`src/rtl/imm_extend_seq.sv`:
```
// Sequential ARM immediate extender: decodes Instr[23:0] into a WIDTH-bit operand,
// including the rotated-immediate mode (imm8 ROR 2*rot4) and its shifter carry-out.
module imm_extend_seq #(
  parameter int WIDTH    = 32,
  parameter bit FAST_ROT = 1'b0
) (
  input  logic             clk,
  input  logic             reset,
  input  logic             flush,
  input  logic [23:0]      Instr,
  input  logic [1:0]       ImmSrc,
  input  logic             CarryIn,
  input  logic             in_valid,
  output logic             in_ready,
  output logic             out_valid,
  input  logic             out_ready,
  output logic [WIDTH-1:0] ExtImm,
  output logic             ShCarry,
  output logic             busy,
  output logic [1:0]       dbg_state
);

  // Handshake: a request transfers on a rising edge where in_valid && in_ready;
  // a result transfers on a rising edge where out_valid && out_ready. Only one
  // request is ever in flight, so in_ready is low from acceptance until the
  // result has been taken.

  typedef enum logic [1:0] {
    S_IDLE   = 2'b00,
    S_ROTATE = 2'b01,
    S_DONE   = 2'b10
  } state_t;

  localparam logic [1:0] SRC_ROT   = 2'b00;
  localparam logic [1:0] SRC_IMM24 = 2'b01;
  localparam logic [1:0] SRC_IMM12 = 2'b10;
  localparam logic [1:0] SRC_BR    = 2'b11;

  state_t           r_state;
  logic [WIDTH-1:0] r_ext;
  logic             r_carry;
  logic [3:0]       r_count;

  logic [WIDTH-1:0]  w_imm8;
  logic [WIDTH-1:0]  w_imm12;
  logic [WIDTH-1:0]  w_imm24;
  logic signed [25:0] w_br26;
  logic [WIDTH-1:0]  w_br;
  logic [3:0]        w_rot;
  logic [WIDTH-1:0]  w_fast_rot;
  logic [WIDTH-1:0]  w_step;

  function automatic logic [WIDTH-1:0] ror2(input logic [WIDTH-1:0] v);
    return {v[1:0], v[WIDTH-1:2]};
  endfunction

  assign w_rot   = Instr[11:8];
  assign w_imm8  = {{(WIDTH-8){1'b0}}, Instr[7:0]};
  assign w_imm12 = {{(WIDTH-12){1'b0}}, Instr[11:0]};
  assign w_imm24 = {{(WIDTH-24){1'b0}}, Instr[23:0]};
  assign w_br26  = {Instr[23:0], 2'b00};
  assign w_br    = WIDTH'(w_br26);
  assign w_step  = ror2(r_ext);

  // Repeated 2-bit steps keep the rotate modulo WIDTH even when 2*rot >= WIDTH.
  always_comb begin
    w_fast_rot = w_imm8;
    for (int i = 0; i < 15; i++) begin
      if (4'(i) < w_rot) begin
        w_fast_rot = ror2(w_fast_rot);
      end
    end
  end

  always_ff @(posedge clk) begin
    if (reset || flush) begin
      r_state <= S_IDLE;
      r_ext   <= '0;
      r_carry <= 1'b0;
      r_count <= 4'd0;
    end else begin
      case (r_state)
        S_IDLE: begin
          if (in_valid) begin
            r_state <= S_DONE;
            r_carry <= CarryIn;
            case (ImmSrc)
              SRC_ROT: begin
                if (w_rot == 4'd0) begin
                  r_ext <= w_imm8;
                end else if (FAST_ROT) begin
                  r_ext   <= w_fast_rot;
                  r_carry <= w_fast_rot[WIDTH-1];
                end else begin
                  r_ext   <= w_imm8;
                  r_count <= w_rot;
                  r_state <= S_ROTATE;
                end
              end
              SRC_IMM24: r_ext <= w_imm24;
              SRC_IMM12: r_ext <= w_imm12;
              SRC_BR:    r_ext <= w_br;
              default:   r_ext <= w_imm8;
            endcase
          end
        end
        S_ROTATE: begin
          r_ext   <= w_step;
          r_count <= r_count - 4'd1;
          if (r_count == 4'd1) begin
            r_carry <= w_step[WIDTH-1];
            r_state <= S_DONE;
          end
        end
        S_DONE: begin
          if (out_ready) begin
            r_state <= S_IDLE;
          end
        end
        default: r_state <= S_IDLE;
      endcase
    end
  end

  assign in_ready  = (r_state == S_IDLE);
  assign out_valid = (r_state == S_DONE);
  assign busy      = (r_state == S_ROTATE) || (r_state == S_DONE);
  assign ExtImm    = r_ext;
  assign ShCarry   = r_carry;
  assign dbg_state = r_state;

endmodule

```
`config.mk`:
```
export PLATFORM = sky130hd
export DESIGN_NAME = imm_extend_seq
export DESIGN_NICKNAME = d
export VERILOG_FILES = /design/src/rtl/imm_extend_seq.sv
export SDC_FILE = /design/constraint.sdc
export NUM_CORES = 1
export LEC_CHECK = 0
export ABC_CLOCK_PERIOD_IN_PS = 2400
export CAP_MARGIN = 20
export CORE_UTILIZATION = 46
export CTS_CLUSTER_DIAMETER = 120
export DETAILED_ROUTE_END_ITERATION = 10
export PLACE_DENSITY = 0.8
export SETUP_SLACK_MARGIN = 0.05
export SYNTH_ARGS = -nofsm -noshare
export SYNTH_HDL_FRONTEND = slang
export SYNTH_SLANG_ARGS = --single-unit
```
`constraint.sdc`:
```
create_clock -name clk -period 2.4 [get_ports clk]
set_clock_uncertainty 0.2 [all_clocks]
set_input_delay 0.36 -clock clk [delete_from_list [all_inputs] [get_ports clk]]
set_output_delay 0.36 -clock clk [all_outputs]
set_load 0.01 [all_outputs]
```
======== After elaboration in Yosys (flattened, before gate mapping) ========
Cells that the tools add are included.
storage, ports and cells
  register bits ........................... 39
  input port bits ......................... 32
  output and inout port bits .............. 38
cells by class
  add/sub/neg operators ................... 1
  eq/ne operators ......................... 11
  muxes and demuxes ....................... 16
  reduce and logical (&&, ||, !) cells .... 10
operators with widths
  cell                 number
  $pmux 32 s4          1
  $pmux 32 s2          1
  $mux 32              1
  $mux 4               3
  $mux 2               5
  $pmux 4 s2           1
  $eq 2x2->1 const B   3
  $ne 2x2->1 const B   3
  $pmux 2 s3           1
  $reduce_and 3->1     2
  $eq 2x1->1 const B   2
  $eq 4x1->1 const B   1
  $logic_not 2->1      2
  $logic_not 4->1      1
  $ne 2x1->1 const B   2
  $reduce_and 4->1     1
  $sub 4x1->4 const B  1
  $logic_or 1x1->1     2
  $mux 1               2
  $pmux 1 s2           1
  $reduce_and 2->1     1
  $reduce_bool 2->1    1

======== Depth between registers and ports, before layout ========
  word-level depth ........................ 5
  gate-level depth with buffers ........... 8
  depth with buffers taken out ............ 6

======== Worst setup path after synthesis ========
Ideal clock, no wire load.
  kind .................................... reg-to-reg
  start point ............................. register r_state[0], in the netlist dbg_state[0]
  end point ............................... register r_count[0]
  setup time .............................. 118 ps
  arrival ................................. 1705 ps
  data required time ...................... 2082 ps
  path slack .............................. 377 ps
  cell stages (with the launch flop) ...... 8
  period minus slack after synthesis ...... 2023 ps
  cell sequence ........................... dfxtp_1 -> inv_1 -> ha_1 -> buf_6 -> or4b_4 -> o211ai_4 -> o21bai_1 -> a21oi_2
on the way
  longest elaborated chain between the ends .. 3
  elaborated cells on any way between the ends .. 8
ends and longest elaborated chain
  item                                                line  source
  from (decl)                                         39    state_t r_state;
  from (signal assigned)                              77    r_state <= S_IDLE;
  from (signal assigned)                              85    r_state <= S_DONE;
  from (signal assigned)                              97    r_state <= S_ROTATE;
  $logic_not 2->1 *                                   -
  named net in_ready                                  14    output logic in_ready,
  $ne 2x1->1 (no line), or another cell as far along  -
  $reduce_and 4->1 (no line)                          -
  to (signal assigned)                                96    r_count <= w_rot;
  to (signal assigned)                                109   r_count <= r_count - 4'd1;
  to (decl)                                           42    logic [3:0] r_count;
Mark *: on every way through the listed nets, which the timed path passes. The rest lies on a longest branch.
A chain may end at the register's enable or synchronous reset.

======== Worst setup path after layout ========
  start point ............................. register r_state[1], in the netlist dbg_state[1]
  end point ............................... output port in_ready
on the way
  longest elaborated chain between the ends .. 1
ends and longest elaborated chain
  item             line  source
  $logic_not 2->1  125   assign in_ready = (r_state == S_IDLE);
  to (decl)        14
No other way between the ends.

==> reports/qor.tcl <==
set qor(drt-wirelength-per-cell_um) 15.5
set qor(timing.critical_path.fanout_max) 5
set qor(die_height_um) 69.9
set qor(final_hold_viol_count) 0
set qor(critPathArrivalTime_ns) 1.63
set qor(floorplan.die.width_um) 69.9
set qor(antenna_cells) 0
set qor(timing.setup.critical_path_class) {reg2out}
set qor(min-delay-path-class) {reg2reg}
set qor(initial_core_utilization_pct) 48.3
set qor(dr_total_vias) 2176
set qor(std_cell_rows) 24
set qor(worst-endpoint-required_ns) 1.84
set qor(finalCriticalPeriod_ns) 2.19
set qor(netSwitchingFraction_pct) 26.4
set qor(post-route-period-util_pct) 91.4
set qor(grt_overflow_total) 0
set qor(max_cap_viol_count) 0
set qor(fraction_of_power_consumed_by_combinational_cells_pct) 22.8
set qor(route.detailed.drc) 0
set qor(clk-insertion-delay-late_ns) 0.29
set qor(critical_path.top_delay_family) {buffers and inverters}
set qor(antenna_violating_nets_post_route) 0
set qor(outcome) {finished, final reports clean}
set qor(core_area_mm2) 0.00438
set qor(final.setup.tns_ns) 0
set qor(layout-area-overhead-vs-synth_pct) 41.4
set qor(final_cell_area_mm2) 0.00300
set qor(worst_stage_delay_on_the_critical_path_ns) 0.59
set qor(dpl.hpwl_um) 4210
set qor(timing.critical_path.slowest_stage_cell) {sky130_fd_sc_hd__clkdlybuf4s50_1}
set qor(finalPower_mw) 1.59
set qor(grt_pass1_vias) 2020
set qor(dieArea_mm2) 0.00488
set qor(worst_ir_drop_vdd_v) 0.000301
set qor(place_congestion) 0.892
set qor(synthesis.instances) 262
set qor(drive_above_1_share_pct) 8.11
set qor(power.clock.fraction_pct) 33.2
set qor(finalMaxSlewViolations) 0
set qor(total_switching_power_uw) 419
set qor(end_point_of_the_critical_path) {in_ready}
set qor(cts_inserted_buffers) 5
set qor(synthArstFlopShare_pct) 0
set qor(io_pins) 70
set qor(holdWs_ns) 0.276
set qor(clk_transition_reported_paths_ns) 0.07
set qor(worst-slew-pin-transition_ns) 0.591
set qor(max_slew_margin_pct) 60.6
set qor(end_kind) {output pin}
set qor(report.final.setup_viol) 0
set qor(leading_cell_types_in_the_layout_fill_and_taps_excluded) {sky130_fd_sc_hd__clkdlybuf4s50_1 (69), sky130_fd_sc_hd__dfxtp_1 (39), sky130_fd_sc_hd__o21ai_0 (34), sky130_fd_sc_hd__nand2_1 (31), sky130_fd_sc_hd__a21oi_1 (20)}
set qor(yosysSeqAreaShare_pct) 36.9
set qor(post_synth.cell_area_avg_um2) 8.09
set qor(commonest_non_fill_non_tap_cell_in_the_layout) {sky130_fd_sc_hd__clkdlybuf4s50_1}
set qor(worst-path-stages) 3
set qor(ys_dominant_reg_cell) {sky130_fd_sc_hd__dfxtp_1}
set qor(grt_setup_unrepaired) {false}
set qor(clock_path_buffers) 2
set qor(post-place-ws_ns) 0.168
set qor(grt_antenna_before_repair) 0
set qor(via_per_inst) 5.65
set qor(finalWorstSetupSlack_ns) 0.206
set qor(powerDensity_mw_per_mm2) 530
set qor(cts_root_buffer) {sky130_fd_sc_hd__clkbuf_8}
set qor(setup.worst_path.start) {dbg_state[1]}
set qor(r2r_slack_ns) 0.28
set qor(track_usage_pct) 24.8
set qor(num-nets-final) 370
set qor(cts-resized-gates) 0
set qor(intPower_mw) 1.17
set qor(post_synth_instance_area_mm2) 0.00212
set qor(dpl_cell_area_mm2) 0.00289
set qor(p_seq_share_pct) 44.0
set qor(dp_cells) 378
set qor(clock-sinks) 39
set qor(cts.htree.levels) 2
set qor(dr.pass1.iters) 4
set qor(number_of_flops_mapped_to_enable_cells_by_yosys) 0
set qor(path_buf_inv) 2
set qor(pin_count_of_the_biggest_net_entering_global_routing) 29
set qor(synthesis.nets) 299
set qor(drtIter0Drc) 118
set qor(timing.critical_path.from_type) {register}
set qor(hold_buffers) 0
set qor(post_synth_num_cell_types) 43
set qor(regToRegStartpoint) {dbg_state[1]}
set qor(ys.warnings.count) 0
set qor(routed_wirelength_um) 5950
set qor(grt_first_pass_wirelength_um) 9650
set qor(timing.reg2reg.worst_path_depth) 6
set qor(layout.core_utilization_pct) 68.3
set qor(timing.rr.end) {dbg_state[0]}
set qor(power_leakage_nw) 1.16
set qor(count_of_buffers_inserted_at_the_top_level_ports) 69
set qor(fin_cells) 385
set qor(maxClockFrequency_ghz) 0.456
set qor(worstPathCellList) {inv_1 > ha_1 > clkdlybuf4s50_1}
set qor(synth-seq-cells) 39
set qor(cts_tree) {yes}
set qor(number_of_buffers_inserted_to_repair_setup_after_cts) 0
[worst min-delay path by stage]
stage	cells after the start	from	slack, ns	endpoint
final	2	ExtImm[28]	0.28	ExtImm[26]
after global routing	2	ExtImm[29]	0.30	ExtImm[27]
after CTS	2	r_count[1]	0.28	r_count[1]
after detailed placement	2	ExtImm[30]	0.26	ExtImm[28]
after global placement	2	r_count[1]	0.25	r_count[1]
after floorplan	2	r_count[1]	0.24	r_count[1]
[synthesized netlist by cell type (5+ instances only)]
master,n,share of area [%]
sky130_fd_sc_hd__a211o_1,6,2.5
sky130_fd_sc_hd__a21oi_1,20,4.7
sky130_fd_sc_hd__and3_1,7,2.1
sky130_fd_sc_hd__clkbuf_1,13,2.3
sky130_fd_sc_hd__dfxtp_1,39,37
sky130_fd_sc_hd__ha_1,5,3.0
sky130_fd_sc_hd__inv_1,7,1.2
sky130_fd_sc_hd__mux2i_1,15,7.1
sky130_fd_sc_hd__nand2_1,31,5.5
sky130_fd_sc_hd__nand3_1,9,2.1
sky130_fd_sc_hd__nor2_1,18,3.2
sky130_fd_sc_hd__o211ai_1,14,5.0
sky130_fd_sc_hd__o21ai_0,34,8.0
[flip-flops by register name, summed over array words and instances (netlist names)]
register	cells
ShCarry	1
dbg_state	2
ExtImm	32
r_count	4
[area by class of cell]
type / instances / area [um2]
clock inverter: 1 / 30.0
sequential: 39 / 781
tap: 52 / 65.1
clock buffer: 6 / 72.6
multi-input combinational: 194 / 1210
inverter: 8 / 30.0
fill: 373 / 1390
timing repair buffer: 85 / 811
[routing by layer]
| layer | share of wire [%] | vias up | track usage (%) | wire, um |
|---|---|---|---|---|
| met5 | 0 | - | 0 | 0 |
| met2 | 47 | 78 | 40.8 | 2800 |
| li1 | - | 1088 | - | - |
| met1 | 46 | 1003 | 32.4 | 2730 |
| met4 | 1.0 | 0 | 7.11 | 61 |
| met3 | 6.2 | 7 | 5.77 | 369 |
[cells by family after synthesis]
kind of cell	count (synthesis)	share of synthesized area, %
AO/OA/AOI/OAI	96	29.2
AND/OR/NAND/NOR	76	16.5
flip-flops	39	36.9
buffers and inverters	29	6.20
multiplexers	16	7.80
adder cells (fa/ha/maj)	5	2.95
XOR/XNOR	1	0.414
[worst min-delay path, cell delays in order, from the launching register on]
cell	delay, ns
sky130_fd_sc_hd__dfxtp_1	0.32
sky130_fd_sc_hd__nand2_1	0.05
sky130_fd_sc_hd__a21oi_1	0.06
[power by group through the flow]
stage,logic (mW),registers (mW),clock network [mW]
global placement,0.352,0.712,0
global route,0.392,0.702,0.563
CTS,0.361,0.698,0.533
finish,0.363,0.698,0.527
detailed placement,0.357,0.712,0
floorplan,0.176,0.720,0
(Power assumes the default switching activity.)
